File: src/rtl/ffe_pkg.sv
// rtl/ffe_pkg.sv - shared state encoding and width helper for the FFE MAC sequencer
package ffe_pkg;

  localparam logic [1:0] ST_IDLE  = 2'd0;
  localparam logic [1:0] ST_SHIFT = 2'd1;
  localparam logic [1:0] ST_MAC   = 2'd2;

  function automatic int idx_width(input int n);
    return (n <= 2) ? 1 : $clog2(n);
  endfunction

endpackage

File: src/rtl/ffe_rise_det.sv
// rtl/ffe_rise_det.sv - rising-edge detector whose history resets high so a held level is not an edge
module ffe_rise_det (
  input  logic clk,
  input  logic rst,
  input  logic level_i,
  output logic rise_o
);

  logic level_q;

  always_ff @(posedge clk) begin
    if (rst) level_q <= 1'b1;
    else     level_q <= level_i;
  end

  assign rise_o = level_i & ~level_q;

endmodule

File: src/rtl/ffe_mac_sequencer.sv
// rtl/ffe_mac_sequencer.sv - control FSM for a time-multiplexed FFE: one MAC cycle per tap per sample
module ffe_mac_sequencer
  import ffe_pkg::*;
#(
  parameter int NUM_TAPS = 3,
  parameter int IDX_W    = 2
) (
  input  logic             clk,
  input  logic             rst,
  input  logic             load_in,
  input  logic             cfg_valid,
  input  logic [IDX_W-1:0] cfg_addr,
  output logic             cfg_ready,
  output logic             coef_we,
  output logic [IDX_W-1:0] coef_waddr,
  output logic             shift_en,
  output logic             acc_clr,
  output logic             acc_en,
  output logic [IDX_W-1:0] tap_sel,
  output logic             out_load,
  output logic             data_valid,
  output logic             busy,
  output logic             overrun
);

  if (IDX_W < idx_width(NUM_TAPS)) begin : g_bad_idx_w
    $error("IDX_W too narrow for NUM_TAPS");
  end

  localparam logic [IDX_W-1:0] LAST_TAP = IDX_W'(NUM_TAPS - 1);
  localparam logic [IDX_W:0]   TAP_CNT  = (IDX_W + 1)'(NUM_TAPS);

  logic             start;
  logic [1:0]       state_q, state_d;
  logic [IDX_W-1:0] tap_q, tap_d;
  logic             out_load_q, out_load_d;
  logic             data_valid_q;
  logic             overrun_q, overrun_d;

  ffe_rise_det u_rise_det (
    .clk     (clk),
    .rst     (rst),
    .level_i (load_in),
    .rise_o  (start)
  );

  // The last MAC cycle may accept the next start so samples can run back-to-back.
  always_comb begin
    state_d    = state_q;
    tap_d      = tap_q;
    out_load_d = 1'b0;
    overrun_d  = 1'b0;
    case (state_q)
      ST_IDLE: begin
        if (start) state_d = ST_SHIFT;
      end
      ST_SHIFT: begin
        state_d   = ST_MAC;
        tap_d     = '0;
        overrun_d = start;
      end
      ST_MAC: begin
        if (tap_q == LAST_TAP) begin
          tap_d      = '0;
          out_load_d = 1'b1;
          state_d    = start ? ST_SHIFT : ST_IDLE;
        end else begin
          tap_d     = tap_q + 1'b1;
          overrun_d = start;
        end
      end
      default: begin
        state_d = ST_IDLE;
        tap_d   = '0;
      end
    endcase
  end

  always_ff @(posedge clk) begin
    if (rst) begin
      state_q      <= ST_IDLE;
      tap_q        <= '0;
      out_load_q   <= 1'b0;
      data_valid_q <= 1'b0;
      overrun_q    <= 1'b0;
    end else begin
      state_q      <= state_d;
      tap_q        <= tap_d;
      out_load_q   <= out_load_d;
      data_valid_q <= out_load_q;
      overrun_q    <= overrun_d;
    end
  end

  assign shift_en   = (state_q == ST_SHIFT);
  assign acc_clr    = (state_q == ST_SHIFT);
  assign acc_en     = (state_q == ST_MAC);
  assign tap_sel    = tap_q;
  assign busy       = (state_q != ST_IDLE);
  assign out_load   = out_load_q;
  assign data_valid = data_valid_q;
  assign overrun    = overrun_q;

  // Writes only land between samples; a same-cycle start takes priority.
  assign cfg_ready  = (state_q == ST_IDLE) & ~start;
  assign coef_we    = cfg_valid & cfg_ready & ({1'b0, cfg_addr} < TAP_CNT);
  assign coef_waddr = cfg_addr;

endmodule

File: config.mk
export PLATFORM = sky130hd
export DESIGN_NAME = ffe_mac_sequencer
export DESIGN_NICKNAME = d
export VERILOG_FILES = /design/src/rtl/ffe_pkg.sv /design/src/rtl/ffe_rise_det.sv /design/src/rtl/ffe_mac_sequencer.sv
export SDC_FILE = /design/constraint.sdc
export NUM_CORES = 1
export LEC_CHECK = 0
export CORE_AREA = 3 3 40 42
export CTS_CLUSTER_SIZE = 20
export DETAILED_ROUTE_END_ITERATION = 8
export DIE_AREA = 0 0 43 45
export PLACE_DENSITY = 0.66
export SLEW_MARGIN = 20
export SYNTH_ARGS = -nofsm -noshare
export SYNTH_HDL_FRONTEND = slang
export SYNTH_SLANG_ARGS = --single-unit
File: constraint.sdc
create_clock -name clk -period 1.17 [get_ports clk]
set_input_delay 0.1755 -clock clk [delete_from_list [all_inputs] [get_ports clk]]
set_output_delay 0.1755 -clock clk [all_outputs]
set_load 0.02 [all_outputs]
; Word-level counts from Yosys, hierarchy flattened
; Cells that the tools add are included.
; Widths: inputs -> output; s select.
[totals]
register_bits = 8
latch_bits = 0
mem_bits_rw = 0
rom_bits = 0
inputBits = 6
output_inout_bits = 13
elab_cells = 33
n_memories = 0
[op_classes]
add_sub_neg = 1
n_mul = 0
n_div = 0
order_cmp = 1
eq_ne = 5
shifts = 0
n_mux = 9
n_bitwise = 7
reduce_logical = 4
[ops]
columns = cell, n
row1 = $mux 2, 3
row2 = $pmux 2 s3, 1
row3 = $and 1x1->1, 4
row4 = $eq 2x2->1 const B, 2
row5 = $pmux 2 s2, 1
row6 = $mux 1, 3
row7 = $not 1->1, 3
row8 = $add 2x1->2 const B, 1
row9 = $eq 2x1->1 const B, 1
row10 = $logic_not 2->1, 1
row11 = $lt 2x2->1 const B, 1
row12 = $ne 2x1->1 const B, 1
row13 = $ne 2x2->1 const B, 1
row14 = $pmux 1 s2, 1
row15 = $reduce_and 2->1, 1
row16 = $reduce_bool 2->1, 1
row17 = $reduce_or 2->1, 1

; Logic depth before layout (Yosys ltp)
; Gate-level depths: netlist of the first run.
[depth]
ltp_word = 6
mapped_depth = 5
depth_no_buf = 5

; Modules after synthesis
; A second synthesis of the first run with hierarchy kept.
[unflattened]
cells_unflattened = 42
hier_area_um2 = 409.1
[modules_own_cells]
columns = module, n_inst, cells_per_inst, area_each_um2, seq_area_each_um2
row1 = ffe_mac_sequencer, 1, 39, 376.6, 140.1
row2 = ffe_rise_det, 1, 3, 32.5, 20.0

; Least setup slack after synthesis of the first run
; OpenSTA, ideal clock, no wires.
[synth_path]
path_kind = register to output
from = register state_q[0]
to = output port coef_we
t_arrival_ns = 1.187
t_required_ns = 0.995
path_slack_ns = -0.192
stages_incl_launch_ff = 5
path_buffers = 0
path_cell_list = dfxtp_1 -> inv_1 -> ha_1 -> and2_2 -> and3_1
[synth_via]
elab_chain_cells = 4
[synth_rtl]
columns = item, line_no
row1 = start: declaration, ffe_mac_sequencer.sv:34  ; logic [1:0] state_q, state_d;
row2 = start signal: assignment, ffe_mac_sequencer.sv:87  ; state_q <= state_d;
row3 = $logic_not 2->1, ffe_mac_sequencer.sv:105  ; assign cfg_ready = (state_q == ST_IDLE) & ~start;
row4 = $and 1x1->1, ffe_mac_sequencer.sv:105
row5 = net cfg_ready, ffe_mac_sequencer.sv:13  ; output logic cfg_ready,
row6 = $and 1x1->1 (2 in series), ffe_mac_sequencer.sv:106  ; assign coef_we = cfg_valid & cfg_ready & ({1'b0, cfg_addr} < TAP_CNT);
row7 = end: declaration, ffe_mac_sequencer.sv:14  ; output logic coef_we,
; The timed path passes the listed nets, and every way through them passes these cells.

; Final worst setup path of the first run
[layout_path]
from = register state_q[0]
to = output port coef_we
[layout_via]
elab_chain_cells = 4
[layout_rtl]
columns = item, line_no
row1 = $logic_not 2->1, ffe_mac_sequencer.sv:105
row2 = $and 1x1->1, ffe_mac_sequencer.sv:105
row3 = $and 1x1->1 (2 in series), ffe_mac_sequencer.sv:106
; No other way between the ends.

==> results.sh, run 1 <==
export IMPL_status="finished, violations left"
export IMPL_violations="setup timing"
export IMPL_setup_slack_ns=-0.1865
export IMPL_regArea_um2=162.7
export IMPL_fin_nets=92
export IMPL_ir_drop_uv=656.1
export IMPL_fmax_mhz=737.2
export IMPL_vias=445
export IMPL_antenna_found_initial=0
export IMPL_fin_worst_skew_ns=0.006868
export IMPL_synth_seq_cells=8
export IMPL_yosys_area_top_type_share_pct=37.21
export IMPL_numCtsBuffers=3
export IMPL_pin_count=19
export IMPL_hold_violations=0
export IMPL_die_y_um=45
export IMPL_required_ns=0.99
export IMPL_start_util_pct=33.50
export IMPL_maxSlewViolCount=0
export IMPL_first_pass_iters=4
export IMPL_hold_path_class="in -> reg"
export IMPL_ys_async_sr_fraction_pct=0
export IMPL_cts_hold_buffers_added=0
export IMPL_rows=13
export IMPL_worst_skew_pair_late_latency_ns=0.25
export IMPL_synth_top_cell_by_area="dfxtp_1"
export IMPL_syn_area_per_cell_um2=9.782
export IMPL_endpoint_kind="output pin"
export IMPL_final_setup_viol_count=10
export IMPL_drv_cap=0
export IMPL_path_clk_slew_ns=0.06
export IMPL_grt_usage_pct=13.43
export IMPL_syn_cell_area_um2=430.4
export IMPL_top_layer="met3"
export IMPL_grt_pass1_vias=438
export IMPL_multi_input_area_um2=329.1
export IMPL_tns_ns=-1.016
export IMPL_gp_congestion=0.8546
export IMPL_final_util_pct=68.26
export IMPL_dp_cells=85
export IMPL_tightest_slew_ns=0.2081
export IMPL_cts_root_buf="clkbuf_4"
export IMPL_routed_via_density=4.734
export IMPL_synth_area_leaders="dfxtp_1, ha_1, buf_4"
export IMPL_synthDistinctLibCells=23
export IMPL_die_x_um=43
export IMPL_n_antenna_cell=0
export IMPL_core_um2=1285
export IMPL_routed_wl_um=1187
export IMPL_wl_per_cell_um=12.63
export IMPL_powerDensity_nw_per_um2=786.2
export IMPL_dieArea_um2=1935
export IMPL_h_tree_depth=1
export IMPL_maxSlewHeadroom_pct=86.12
export IMPL_hold_slack_ns=0.1621
export IMPL_crit_path_start_kind="flip-flop"
export IMPL_critical_path_class="reg -> out"
export IMPL_clock_sinks=8
export IMPL_grt_pass1_wl_um=1918
export IMPL_dpl_hpwl_um=798.9
export IMPL_synth_edf_count=0
export IMPL_drc=0
export IMPL_layout_min_cycle_time_ns=1.357
export IMPL_syn_inst=44
export IMPL_power_uw=689.5
export IMPL_wl_met3_um=80
export IMPL_ys_seq_area_share_pct=37.21
export IMPL_route_met2_wl_um=629
export IMPL_syn_to_final_growth_pct=103.8
export IMPL_rsz0062_at_grt="yes"
export IMPL_port_buffers=18
export IMPL_period_share_pct=115.9
export IMPL_ant_nets=0
export IMPL_worstPathArrival_ns=1.18
export IMPL_grt_ovfl_total=0
export IMPL_fin_area_um2=877.1
export IMPL_synth_ff_type="dfxtp_1"
export IMPL_cts_tree="built"
export IMPL_path_max_fanout=2
export IMPL_p_leak_nw=0.3820
export IMPL_synth_nets=55
export IMPL_final_cells=94
export IMPL_grt_max_degree=8
export IMPL_drive_gt1_share_pct=62.03
export IMPL_dpl_cell_area_um2=718.2
export IMPL_n_fill_cell=98
export IMPL_yosysWarnings=0
export IMPL_place_ws_ns=-0.6171
export IMPL_drtIter0Drc=5
export IMPL_cts_buffer_depth=2
export IMPL_wl_met1_um=477
where the power goes:
group / leakage [nW] / switching (mW) / internal, mW
combinational: 0.302 / 0.0876 / 0.116
sequential: 0.0658 / 0.00238 / 0.278
clock: 0.0138 / 0.0881 / 0.117
total: 0.382 / 0.178 / 0.511
Yosys cell counts, types with 2 or more instances:
cell type / n
nor4b_1: 2
buf_4: 3
ha_1: 5
inv_1: 2
nand2_1: 2
dfxtp_1: 8
nand2b_1: 3
nor2_1: 2
a21oi_1: 3
registers in the layout, indices dropped and copies added, names as in the netlist:
register            count
out_load                1
tap_sel                 2
data_valid              1
u_rise_det.level_q      1
state_q                 2
overrun                 1
cell families after synthesis:
| kind of cell | count (synthesis) | synth area share, % |
|---|---|---|
| multiplexers | 2 | 4.942 |
| AO/OA/AOI/OAI | 5 | 7.267 |
| flip-flops | 8 | 37.21 |
| adder cells (fa/ha/maj) | 5 | 14.53 |
| AND/OR/NAND/NOR | 17 | 25.59 |
| buffers and inverters | 7 | 10.46 |
final timing paths:
path	from	endpoint	slack (ns)	depth (start not counted)
max	state_q[0]	coef_we	-0.19	5
min	load_in	u_rise_det.level_q	0.16	2
max reg2reg	state_q[0]	state_q[1]	-0.12	6
min reg2reg	out_load	data_valid	0.46	1
worst max-delay path: stages (launching register included):
cell and delay, ns:
dfxtp_2 0.34, inv_2 0.05, ha_4 0.15, and2_4 0.14
and3_4 0.14, buf_6 0.12
area by class of cell:
class | instances | area share [%]
clock buffers | 3 | 2.568
inverters | 3 | 1.569
multi-input cells | 29 | 37.52
flip-flops and latches | 8 | 18.54
well taps | 15 | 2.140
repair buffers | 36 | 37.66
layout by cell type (no fill, tap or decap), types with 2 or more instances in the layout:
master and n:
clkbuf_4 3, buf_6 10, dlygate4sd2_1 4, clkdlybuf4s50_1 4, a21oi_2 2, nor2_1 2
clkdlybuf4s15_1 2, ha_4 4, inv_2 2, buf_4 14, dfxtp_1 6, nand2b_1 3
dfxtp_2 2, nand2_1 2
what timing repair did:
| action | 4_1_cts | 5_1_grt |
|---|---|---|
| pin swaps | 9 | 6 |
| gates resized for setup | 61 | 8 |
| endpoints found under the setup margin | 17 | 15 |
| setup buffers | 6 | 2 |
per-layer routing:
layer	track usage [%]	vias to the layer above
met5	0	-
met4	1.807	0
met3	5.578	0
met2	24.85	15
met1	14.77	212
li1	-	218
(Power assumes the default switching activity.)
==> inputs of run 2 (changes only) <==
--- a/config.mk
+++ b/config.mk
@@ -9,6 +9,7 @@
 export CTS_CLUSTER_SIZE = 20
 export DETAILED_ROUTE_END_ITERATION = 8
 export DIE_AREA = 0 0 43 45
+export HOLD_SLACK_MARGIN = 0.1
 export PLACE_DENSITY = 0.66
 export SLEW_MARGIN = 20
 export SYNTH_ARGS = -nofsm -noshare
==> results of run 2 <==
The final DEF is identical to that of run 1; final timing and power are the same.
==> inputs of run 3 (changes only) <==
--- a/config.mk
+++ b/config.mk
@@ -10,7 +10,7 @@
 export DETAILED_ROUTE_END_ITERATION = 8
 export DIE_AREA = 0 0 43 45
 export HOLD_SLACK_MARGIN = 0.1
-export PLACE_DENSITY = 0.66
+export PLACE_DENSITY = 0.63
 export SLEW_MARGIN = 20
 export SYNTH_ARGS = -nofsm -noshare
 export SYNTH_HDL_FRONTEND = slang
==> constraint.sdc (replaced) <==
create_clock -name clk -period 1.66 [get_ports clk]
set_input_delay 0.249 -clock clk [delete_from_list [all_inputs] [get_ports clk]]
set_output_delay 0.249 -clock clk [all_outputs]
set_load 0.02 [all_outputs]
==> run 3 against run 2 <==
  * The run now ends clean
  * Worst hold slack improved by 0.30 ns
  * Combinational power fell by 54%
  * Critical path depth decreased by 3
  * Non-clock buffer count decreased by 10
  * Core utilization decreased by 16 points
  * First-iteration DRC count decreased by 60%
  * Count of clock-buffer cells in the layout is the same
  * Register-to-register slack better by 0.35 ns
  * Final area decreased by 24%
  * Global-route usage fell by 2.4 points
  * Die area is the same
  * Cell count decreased by 11%
  * Largest power group unchanged
==> results.sh, run 3 (same netlist as run 1, synthesis figures left out) <==
export IMPL_fin_nets=82
export IMPL_dieArea_um2=1935
export IMPL_layout_common_cells="clkdlybuf4s50_1, dfxtp_1, buf_4"
export IMPL_cp_slowest_stage_delay_ns=0.61
export IMPL_hold_slack_ns=0.4619
export IMPL_cts_root_buf="clkbuf_4"
export IMPL_holdCritStartpoint="out_load"
export IMPL_hold_path_class="reg -> reg"
export IMPL_antenna_found_initial=0
export IMPL_required_ns=1.41
export IMPL_worstPathArrival_ns=1.33
export IMPL_crit_slowest_cell="clkdlybuf4s50_1"
export IMPL_r2r_end="state_q[1]"
export IMPL_grt_pass1_wl_um=1531
export IMPL_cts_buffer_depth=2
export IMPL_critical_path_class="in -> out"
export IMPL_layout_commonest_cell="clkdlybuf4s50_1"
export IMPL_drc=0
export IMPL_r2r_start="state_q[0]"
export IMPL_maxSlewViolCount=0
export IMPL_fin_worst_skew_ns=0.001799
export IMPL_grt_pass1_vias=356
export IMPL_drv_cap=0
export IMPL_cts_hold_buffers_added=0
export IMPL_grt_usage_pct=11.01
export IMPL_gp_congestion=0.7530
export IMPL_ff2ff_path_depth=6
export IMPL_status="finished clean"
export IMPL_ir_drop_uv=426.9
export IMPL_n_antenna_cell=0
export IMPL_grt_max_degree=7
export IMPL_rsz0062_at_grt="no"
export IMPL_final_setup_viol_count=0
export IMPL_crit_path_frequent_cell="clkdlybuf4s50_1"
export IMPL_h_tree_depth=1
export IMPL_syn_to_final_growth_pct=54.94
export IMPL_die_y_um=45
export IMPL_start_util_pct=33.50
export IMPL_path_clk_slew_ns=0.05
export IMPL_r2r_setup_slack_ns=0.23
export IMPL_path_cells="clkdlybuf4s50_1 -> clkdlybuf4s50_1"
export IMPL_n_fill_cell=131
export IMPL_port_buffers=18
export IMPL_routed_wl_um=946
export IMPL_tns_ns=0
export IMPL_hold_violations=0
export IMPL_path_max_fanout=2
export IMPL_dpl_hpwl_um=745.2
export IMPL_dpl_cell_area_um2=655.6
export IMPL_vias=385
export IMPL_setup_slack_ns=0.07683
export IMPL_p_leak_nw=0.3082
export IMPL_pin_count=19
export IMPL_core_um2=1285
export IMPL_fin_area_um2=666.9
export IMPL_crit_path_start_kind="input port"
export IMPL_period_share_pct=95.37
export IMPL_fmax_mhz=631.6
export IMPL_holdPathStages=1
export IMPL_wl_per_cell_um=11.26
export IMPL_ant_nets=0
export IMPL_layout_min_cycle_time_ns=1.583
export IMPL_path_buf_inv=2
export IMPL_endpoint_kind="output pin"
export IMPL_tightest_slew_ns=0.2978
export IMPL_crit_start="cfg_addr[1]"
export IMPL_drtIter0Drc=2
export IMPL_place_ws_ns=-0.2788
export IMPL_first_pass_iters=4
export IMPL_die_x_um=43
export IMPL_routed_via_density=4.583
export IMPL_powerDensity_nw_per_um2=660.0
export IMPL_crit_family="buffers and inverters"
export IMPL_drive_gt1_share_pct=26.09
export IMPL_grt_ovfl_total=0
export IMPL_cts_tree="built"
export IMPL_numCtsBuffers=3
export IMPL_rows=13
export IMPL_hold_path_endpoint="data_valid"
export IMPL_maxSlewHeadroom_pct=80.15
export IMPL_clock_sinks=8
export IMPL_worst_skew_pair_late_latency_ns=0.25
[run 3: repair_timing]
action / in CTS / in global routing
gates resized for setup: 9 / 4
endpoints found under the setup margin: 6 / 3
buffers inserted: 0 / 0
cloned: 0 / 0
endpoints found under the hold margin: 0 / 0
[run 3: layout make-up]
type | instances | area, um2 | share of cell area (%)
Timing Repair Buffer | 26 | 229.0 | 34.33
Inverter | 3 | 11.26 | 1.689
Tap cell | 15 | 18.77 | 2.814
Clock buffer | 3 | 22.52 | 3.377
Multi-Input combinational cell | 29 | 225.2 | 33.77
Sequential cell | 8 | 160.2 | 24.02
[run 3: report_power, final]
group / internal (mW) / leakage (nW) / total [mW] / switching (mW)
Combinational: 0.0486 / 0.230 / 0.0939 / 0.0452
Clock: 0.0828 / 0.0138 / 0.149 / 0.0666
Sequential: 0.196 / 0.0649 / 0.197 / 0.00144
Total: 0.327 / 0.308 / 0.440 / 0.113
[run 3: worst max-delay path by stage]
stage | cells after the start | end | slack, ns
2_1_floorplan | 4 | coef_we | 0.22
3_3_place_gp | 5 | coef_we | -0.27
3_5_place_dp | 5 | coef_we | -0.28
4_1_cts | 5 | busy | 0.02
5_1_grt | 5 | coef_we | 0.01
6_report | 2 | coef_waddr[1] | 0.08
[run 3: per-stage QoR]
stage,std cells,power [mW],utilization [%]
floorplan,44,0.2565,-
global placement,81,0.3020,51.02
detailed placement,81,0.3034,51.02
CTS,84,0.4479,51.90
global route,84,0.4587,51.90
finish,84,0.4401,51.90
[run 3: metal layers]
layer	GRT usage (%)	vias up	routed length [um]
met2	17.37	12	447
met5	0	-	0
met1	12.59	172	416
met3	5.179	2	66
met4	5.422	0	16
li1	-	199	-
